## config.mk

```make
export PLATFORM = sky130hd
export DESIGN_NAME = vga_vram_arbiter
export DESIGN_NICKNAME = d
export VERILOG_FILES = /design/src/rtl/vga_text_pkg.sv /design/src/rtl/vram_stall_monitor.sv /design/src/rtl/vga_vram_arbiter.sv
export SDC_FILE = /design/constraint.sdc
export NUM_CORES = 1
export LEC_CHECK = 0
export ABC_AREA = 1
export BUFFER_PORTS_ARGS = -buffer_cell sky130_fd_sc_hd__buf_4
export CORE_ASPECT_RATIO = 0.7
export CORE_MARGIN = 2
export CORE_UTILIZATION = 36
export DETAILED_ROUTE_END_ITERATION = 16
export PLACE_DENSITY_LB_ADDON = 0.25
export SETUP_SLACK_MARGIN = 0.1
export SYNTH_ARGS = -nofsm -noshare
export SYNTH_HDL_FRONTEND = slang
export SYNTH_SLANG_ARGS = --single-unit
export TNS_END_PERCENT = 50
```

## constraint.sdc

```tcl
create_clock -name CLK -period 1.4 [get_ports CLK]
set_input_delay 0.28 -clock CLK [delete_from_list [all_inputs] [get_ports CLK]]
set_output_delay 0.28 -clock CLK [all_outputs]
set_load 0.05 [all_outputs]
```

## src/rtl/vga_text_pkg.sv

```systemverilog
// Shared definitions for the text-mode VRAM arbiter.
//   VRAM_WORDS / CTRL_ADDR : default memory map (VRAM words, then the control register)
//   arb_state_t            : arbiter FSM states
//   addr_region_t          : decoded CPU address region
//   decode_addr()          : maps a word address onto VRAM / CTRL / OOR
package vga_text_pkg;

  localparam int unsigned VRAM_WORDS = 600;
  localparam int unsigned CTRL_ADDR  = 600;

  typedef enum logic {IDLE, RD_RET} arb_state_t;

  typedef enum logic [1:0] {ADDR_VRAM, ADDR_CTRL, ADDR_OOR} addr_region_t;

  function automatic addr_region_t decode_addr(input int unsigned addr,
                                               input int unsigned vram_words,
                                               input int unsigned ctrl_addr);
    if (addr < vram_words)       return ADDR_VRAM;
    else if (addr == ctrl_addr)  return ADDR_CTRL;
    else                         return ADDR_OOR;
  endfunction

endpackage

```

## src/rtl/vram_stall_monitor.sv

```systemverilog
// Counts consecutive cycles in which the CPU is held off by the display and
// raises a sticky STARVED flag once the count reaches STALL_LIMIT.
//   clk_i, rst_ni   : clock, async active-low reset
//   blocked_i       : CPU blocked by a display fetch this cycle
//   clear_i         : CPU completed or dropped its request (restart count)
//   starved_clr_i   : clears the sticky flag (loses against a simultaneous set)
//   starved_o       : sticky starvation flag
module vram_stall_monitor #(
  parameter int unsigned STALL_LIMIT = 16
) (
  input  logic clk_i,
  input  logic rst_ni,
  input  logic blocked_i,
  input  logic clear_i,
  input  logic starved_clr_i,
  output logic starved_o
);

  localparam int unsigned      CNT_W = $clog2(STALL_LIMIT + 1);
  localparam logic [CNT_W-1:0] LIMIT = CNT_W'(STALL_LIMIT);

  logic [CNT_W-1:0] cnt_q, cnt_d;
  logic             starved_q, starved_d;

  always_comb begin
    cnt_d = cnt_q;
    if (clear_i)                           cnt_d = '0;
    else if (blocked_i && cnt_q != LIMIT)  cnt_d = cnt_q + 1'b1;

    starved_d = starved_q;
    if (starved_clr_i) starved_d = 1'b0;
    // Evaluated after the clear so that a set in the same cycle wins.
    if (cnt_d == LIMIT) starved_d = 1'b1;
  end

  always_ff @(posedge clk_i or negedge rst_ni) begin
    if (!rst_ni) begin
      cnt_q     <= '0;
      starved_q <= 1'b0;
    end else begin
      cnt_q     <= cnt_d;
      starved_q <= starved_d;
    end
  end

  assign starved_o = starved_q;

endmodule

```

## src/rtl/vga_vram_arbiter.sv

```systemverilog
// Arbitrates the single-port text VRAM between the Avalon CPU slave and the
// VGA character fetch, and holds the text-mode control register.
//   CLK, RESET_N             : clock, async active-low reset
//   AVL_*                    : Avalon-MM slave (CPU), stalled via AVL_WAITREQ
//   DISP_REQ/ADDR            : display fetch, always accepted, absolute priority
//   DISP_RDATA/RVALID        : fetched word, one cycle after DISP_REQ
//   RAM_*                    : VRAM port (1-cycle synchronous read)
//   CTRL_REG                 : control register to the colour mapper
//   STARVED / STARVED_CLR    : sticky CPU starvation flag and its clear
//
// state  | meaning
// IDLE   | accept CPU accesses when the display does not need the RAM
// RD_RET | VRAM read issued last cycle; return RAM_RDATA to the CPU
module vga_vram_arbiter #(
  parameter int unsigned ADDR_W      = 10,
  parameter int unsigned DATA_W      = 32,
  parameter int unsigned VRAM_WORDS  = vga_text_pkg::VRAM_WORDS,
  parameter int unsigned CTRL_ADDR   = vga_text_pkg::CTRL_ADDR,
  parameter int unsigned STALL_LIMIT = 16
) (
  input  logic              CLK,
  input  logic              RESET_N,
  input  logic              AVL_CS,
  input  logic              AVL_READ,
  input  logic              AVL_WRITE,
  input  logic [3:0]        AVL_BYTE_EN,
  input  logic [ADDR_W-1:0] AVL_ADDR,
  input  logic [DATA_W-1:0] AVL_WRITEDATA,
  output logic [DATA_W-1:0] AVL_READDATA,
  output logic              AVL_WAITREQ,
  input  logic              DISP_REQ,
  input  logic [ADDR_W-1:0] DISP_ADDR,
  output logic [DATA_W-1:0] DISP_RDATA,
  output logic              DISP_RVALID,
  output logic [ADDR_W-1:0] RAM_ADDR,
  output logic              RAM_WE,
  output logic [3:0]        RAM_BE,
  output logic [DATA_W-1:0] RAM_WDATA,
  input  logic [DATA_W-1:0] RAM_RDATA,
  output logic [DATA_W-1:0] CTRL_REG,
  output logic              STARVED,
  input  logic              STARVED_CLR
);

  import vga_text_pkg::*;

  arb_state_t    state_q, state_d;
  logic [DATA_W-1:0] ctrl_q, ctrl_d;
  logic          disp_vld_q;
  logic          cpu_req, cpu_done, blocked, ctrl_we;
  addr_region_t  region;

  assign cpu_req = AVL_CS & (AVL_READ | AVL_WRITE);
  assign region  = decode_addr(32'(AVL_ADDR), VRAM_WORDS, CTRL_ADDR);

  always_comb begin
    state_d      = state_q;
    RAM_ADDR     = '0;
    RAM_WE       = 1'b0;
    RAM_BE       = '0;
    RAM_WDATA    = '0;
    AVL_WAITREQ  = 1'b1;
    AVL_READDATA = '0;
    ctrl_we      = 1'b0;
    blocked      = 1'b0;

    if (DISP_REQ) RAM_ADDR = DISP_ADDR;

    unique case (state_q)
      IDLE: begin
        if (cpu_req) begin
          unique case (region)
            ADDR_CTRL: begin
              AVL_WAITREQ = 1'b0;
              ctrl_we     = AVL_WRITE;
              if (AVL_READ) AVL_READDATA = ctrl_q;
            end
            ADDR_OOR: AVL_WAITREQ = 1'b0;
            default: begin
              if (DISP_REQ) begin
                blocked = 1'b1;
              end else begin
                RAM_ADDR = AVL_ADDR;
                if (AVL_WRITE) begin
                  RAM_WE      = 1'b1;
                  RAM_BE      = AVL_BYTE_EN;
                  RAM_WDATA   = AVL_WRITEDATA;
                  AVL_WAITREQ = 1'b0;
                end else begin
                  state_d = RD_RET;
                end
              end
            end
          endcase
        end
      end
      RD_RET: begin
        state_d = IDLE;
        if (cpu_req) begin
          AVL_WAITREQ  = 1'b0;
          AVL_READDATA = RAM_RDATA;
        end
      end
    endcase

    // The RAM port and the Avalon handshake are combinational, so they are
    // forced to their idle values for as long as reset is held.
    if (!RESET_N) begin
      RAM_ADDR     = '0;
      RAM_WE       = 1'b0;
      RAM_BE       = '0;
      RAM_WDATA    = '0;
      AVL_WAITREQ  = 1'b1;
      AVL_READDATA = '0;
      ctrl_we      = 1'b0;
      blocked      = 1'b0;
      state_d      = IDLE;
    end
  end

  always_comb begin
    ctrl_d = ctrl_q;
    if (ctrl_we) begin
      for (int b = 0; b < 4; b++) begin
        if (AVL_BYTE_EN[b]) ctrl_d[8*b +: 8] = AVL_WRITEDATA[8*b +: 8];
      end
    end
  end

  always_ff @(posedge CLK or negedge RESET_N) begin
    if (!RESET_N) begin
      state_q    <= IDLE;
      ctrl_q     <= '0;
      disp_vld_q <= 1'b0;
    end else begin
      state_q    <= state_d;
      ctrl_q     <= ctrl_d;
      disp_vld_q <= DISP_REQ;
    end
  end

  assign cpu_done    = cpu_req & ~AVL_WAITREQ;
  assign DISP_RVALID = disp_vld_q;
  assign DISP_RDATA  = disp_vld_q ? RAM_RDATA : '0;
  assign CTRL_REG    = ctrl_q;

  vram_stall_monitor #(
    .STALL_LIMIT(STALL_LIMIT)
  ) u_stall_monitor (
    .clk_i        (CLK),
    .rst_ni       (RESET_N),
    .blocked_i    (blocked),
    .clear_i      (~cpu_req | cpu_done),
    .starved_clr_i(STARVED_CLR),
    .starved_o    (STARVED)
  );

endmodule

```

==> out/results.txt <==
combinational share of power - 36.6%
final WL - 15.71 mm
number of diodes - 0
PortBufs - 240
Distinct cells, synth - 26
Crit. End Element - output pin
Tmin final - 2129 ps
crit-path max FO - 8
f_max - 0.4698 GHz
GPL Wtd Cong - 0.8775
die width - 114.0 microns
post-synth top area share - 32.85%
Switching Share - 35.06%
first-pass iteration count of the detailed router - 5
Clock Pin Slew Worst Setup and Hold Paths - 60 ps
Arr. time, crit path - 1850 ps
clk buf depth - 2
startpoint class of the critical path - input pin
syn nets - 569
Die Y-Extent - 80.97 microns
pre-CTS setup slack - -674.3 ps
fill count - 422
vias per cell - 5.123
clock sink total - 40
Clock power frac - 31.0%
outcome - complete, but fails checks
final setup violating endpoints - 149
fin crit share - 152.1%
yosys warns - 0
H-tree depth - 2
HP Class - input pin to asynchronous set/reset pin
Mapped Area - 3047 sq um
sequential fraction of the synthesis area - 32.85%
Max Slew Vio Count - 0
Die ar. - 9227 sq um
initial antenna violation count - 0
root buf cell - clkbuf_16
initial DRC count - 232
global-route wire length before repair - 22.12 mm
Max-Cap Viols - 0
Ports - 241
P_sw - 0.001265 W
post-route cell area - 7297 sq um
clock skew - 8.062 ps
Leak - 3.545 nW
TritonCTS clock tree - built
ratio of cells with drive above 1 in the final layout - 66.67%
largest net degree at the start of global routing - 28
actual slew at the worst max-slew pin - 353.3 ps
Post-Layout Cell Count - 867
row count - 28
net count reported at finish - 858
most area-hungry cell type in the Yosys netlist - dfrtp_1
Mapped Cells - 472
CTS Buf Count - 5
starting density of the core - 36.54%
antenna viol nets, final - 0
DR vias - 4442
remaining global-route overflow - 0
TNS Setup - -53440 ps
Pwr per Cell Area - 494.4 nW/um^2
synth top area cells - dfrtp_1, nand2_1, inv_1
RSZ-0062 raised after global routing - yes
Hold Violations, Final - 0
DR WL/cell - 18.12 microns
peak supply drop - 445.9 uV
Post-Place Cells - 841
Setup CP Type - input pin to output pin
Core Area - 8338 sq um
placed inst area - 5904 sq um
Slew Limit Headroom - 76.45%
vias in the first global route - 4449
Flop pwr share - 32.4%
HPWL after detailed placement - 9.679 mm
GRT Util Overall - 30.67%
Seq cells post-synth - 40
setup slack after layout - -728.8 ps
drc violations - 0
Synth-to-Final Area Change - 139.5%
WP data required - 1120 ps
Syn Area/Cell - 6.455 sq um
Internal - 0.002343 W
failing checks - negative setup slack
Clock Latency Late Sink - 280 ps
total power - 0.003607 W
-- area by class of cell --
| class | count | area [sq um] | area share, % |
|---|---|---|---|
| inverter | 94 | 360.3 | 4.938 |
| timing repair buffer | 308 | 3123 | 42.80 |
| clock inverter | 3 | 18.77 | 0.2572 |
| clock buffer | 5 | 125.1 | 1.715 |
| sequential | 40 | 1002 | 13.73 |
| multi-input combinational | 312 | 2536 | 34.76 |
| tap | 105 | 131.4 | 1.800 |
-- per-stage QoR --
step | hold slack [ps] | utilization, %
after floorplan | -15.59 | -
after global placement | 207.7 | 70.81
after detailed placement | 208.7 | 70.81
after CTS | 43.93 | 83.60
after global routing | 56.36 | 87.52
final | 32.13 | 87.52
-- layout by cell type (no fill, tap or decap), types with 19 or more instances in the layout --
cell | synthesis | layout
buf_4 | 7 | 162
nand2_1 | 123 | 104
buf_6 | 0 | 104
inv_1 | 87 | 78
dfrtp_1 | 40 | 39
nor2_4 | 1 | 38
o21ai_2 | 33 | 36
nand3_2 | 4 | 26
buf_8 | 0 | 24
nand3_1 | 51 | 20
a21oi_4 | 0 | 19
-- synthesized netlist by cell type --
master,n
o21ai_0,10
a21oi_2,1
xor2_1,1
clkbuf_1,11
nor3_2,1
a21boi_1,1
dfrtp_1,40
buf_4,7
nand4_1,3
nand2_1,123
inv_2,7
nor2_1,41
o21ai_2,33
nor4_2,1
nand2_2,1
buf_2,8
nor2_2,1
nand3_2,4
inv_1,87
nor2_4,1
ha_1,2
a21oi_1,33
xnor2_1,2
nand3_1,51
nor4_1,1
o21ai_1,1
-- sequential cells by signal, indices dropped and copies added, names as in the netlist --
| register | count |
|---|---|
| u_stall_monitor.cnt_q | 5 |
| CTRL_REG | 32 |
| u_stall_monitor.starved_o | 1 |
| DISP_RVALID | 1 |
| state_q | 1 |
-- final timing paths --
kind / start / to / slack (ps) / depth (start not counted)
worst max-delay path: AVL_ADDR[7] / AVL_READDATA[7] / -730 / 9
worst min-delay path: RESET_N / CTRL_REG[30] / 30 / 2
worst min register to register: u_stall_monitor.starved_o / u_stall_monitor.starved_o / 490 / 2
min in group CLK: DISP_REQ / DISP_RVALID / 190 / 1
worst max register to register: state_q / u_stall_monitor.starved_o / -250 / 13
max in group asynchronous: RESET_N / CTRL_REG[31] / 820 / 3
-- worst max-delay path, cell delays in order --
cell,delay [ps]
buf_4,130
nor4_4,320
nand2_2,130
nor2_4,210
buf_6,140
buf_8,140
nand3_1,90
a21oi_1,180
buf_4,230
-- logic make-up after synthesis --
| kind of cell | Yosys count | synth area share (%) |
|---|---|---|
| and+or+nand+nor | 228 | 32.24 |
| buffers and inverters | 120 | 15.98 |
| AOI/OAI and AO/OA | 79 | 17.25 |
| DFF | 40 | 32.85 |
| xor gates and xnor gates | 3 | 0.8626 |
| adders and majority gates | 2 | 0.8212 |
-- power by group through the flow --
stage | Sequential [W] | Combinational, W | Clock, W
6_report | 0.00117 | 0.00132 | 0.00112
5_1_grt | 0.00117 | 0.00138 | 0.00120
4_1_cts | 0.00117 | 0.00124 | 0.00112
3_5_place_dp | 0.00119 | 0.00112 | 0
3_3_place_gp | 0.00119 | 0.00110 | 0
2_1_floorplan | 0.00120 | 0.000579 | 0
-- repair_timing --
item                                   CTS  global route
setup endpoints to repair              151           152
pin swaps                               25            19
gates resized for setup                193            73
endpoints found under the hold margin    1             0
buffers inserted                        11             1
hold buffers                             1             0
cloned                                   3             2
-- layer usage --
layer	vias up	track usage, %	share of wire, %
met5	-	0	0
met4	0	12.20	2.8
met3	38	5.672	6.9
met2	245	59.29	54
met1	2119	33.49	36
li1	2040	-	-
Power figures use the tool's default switching activity.
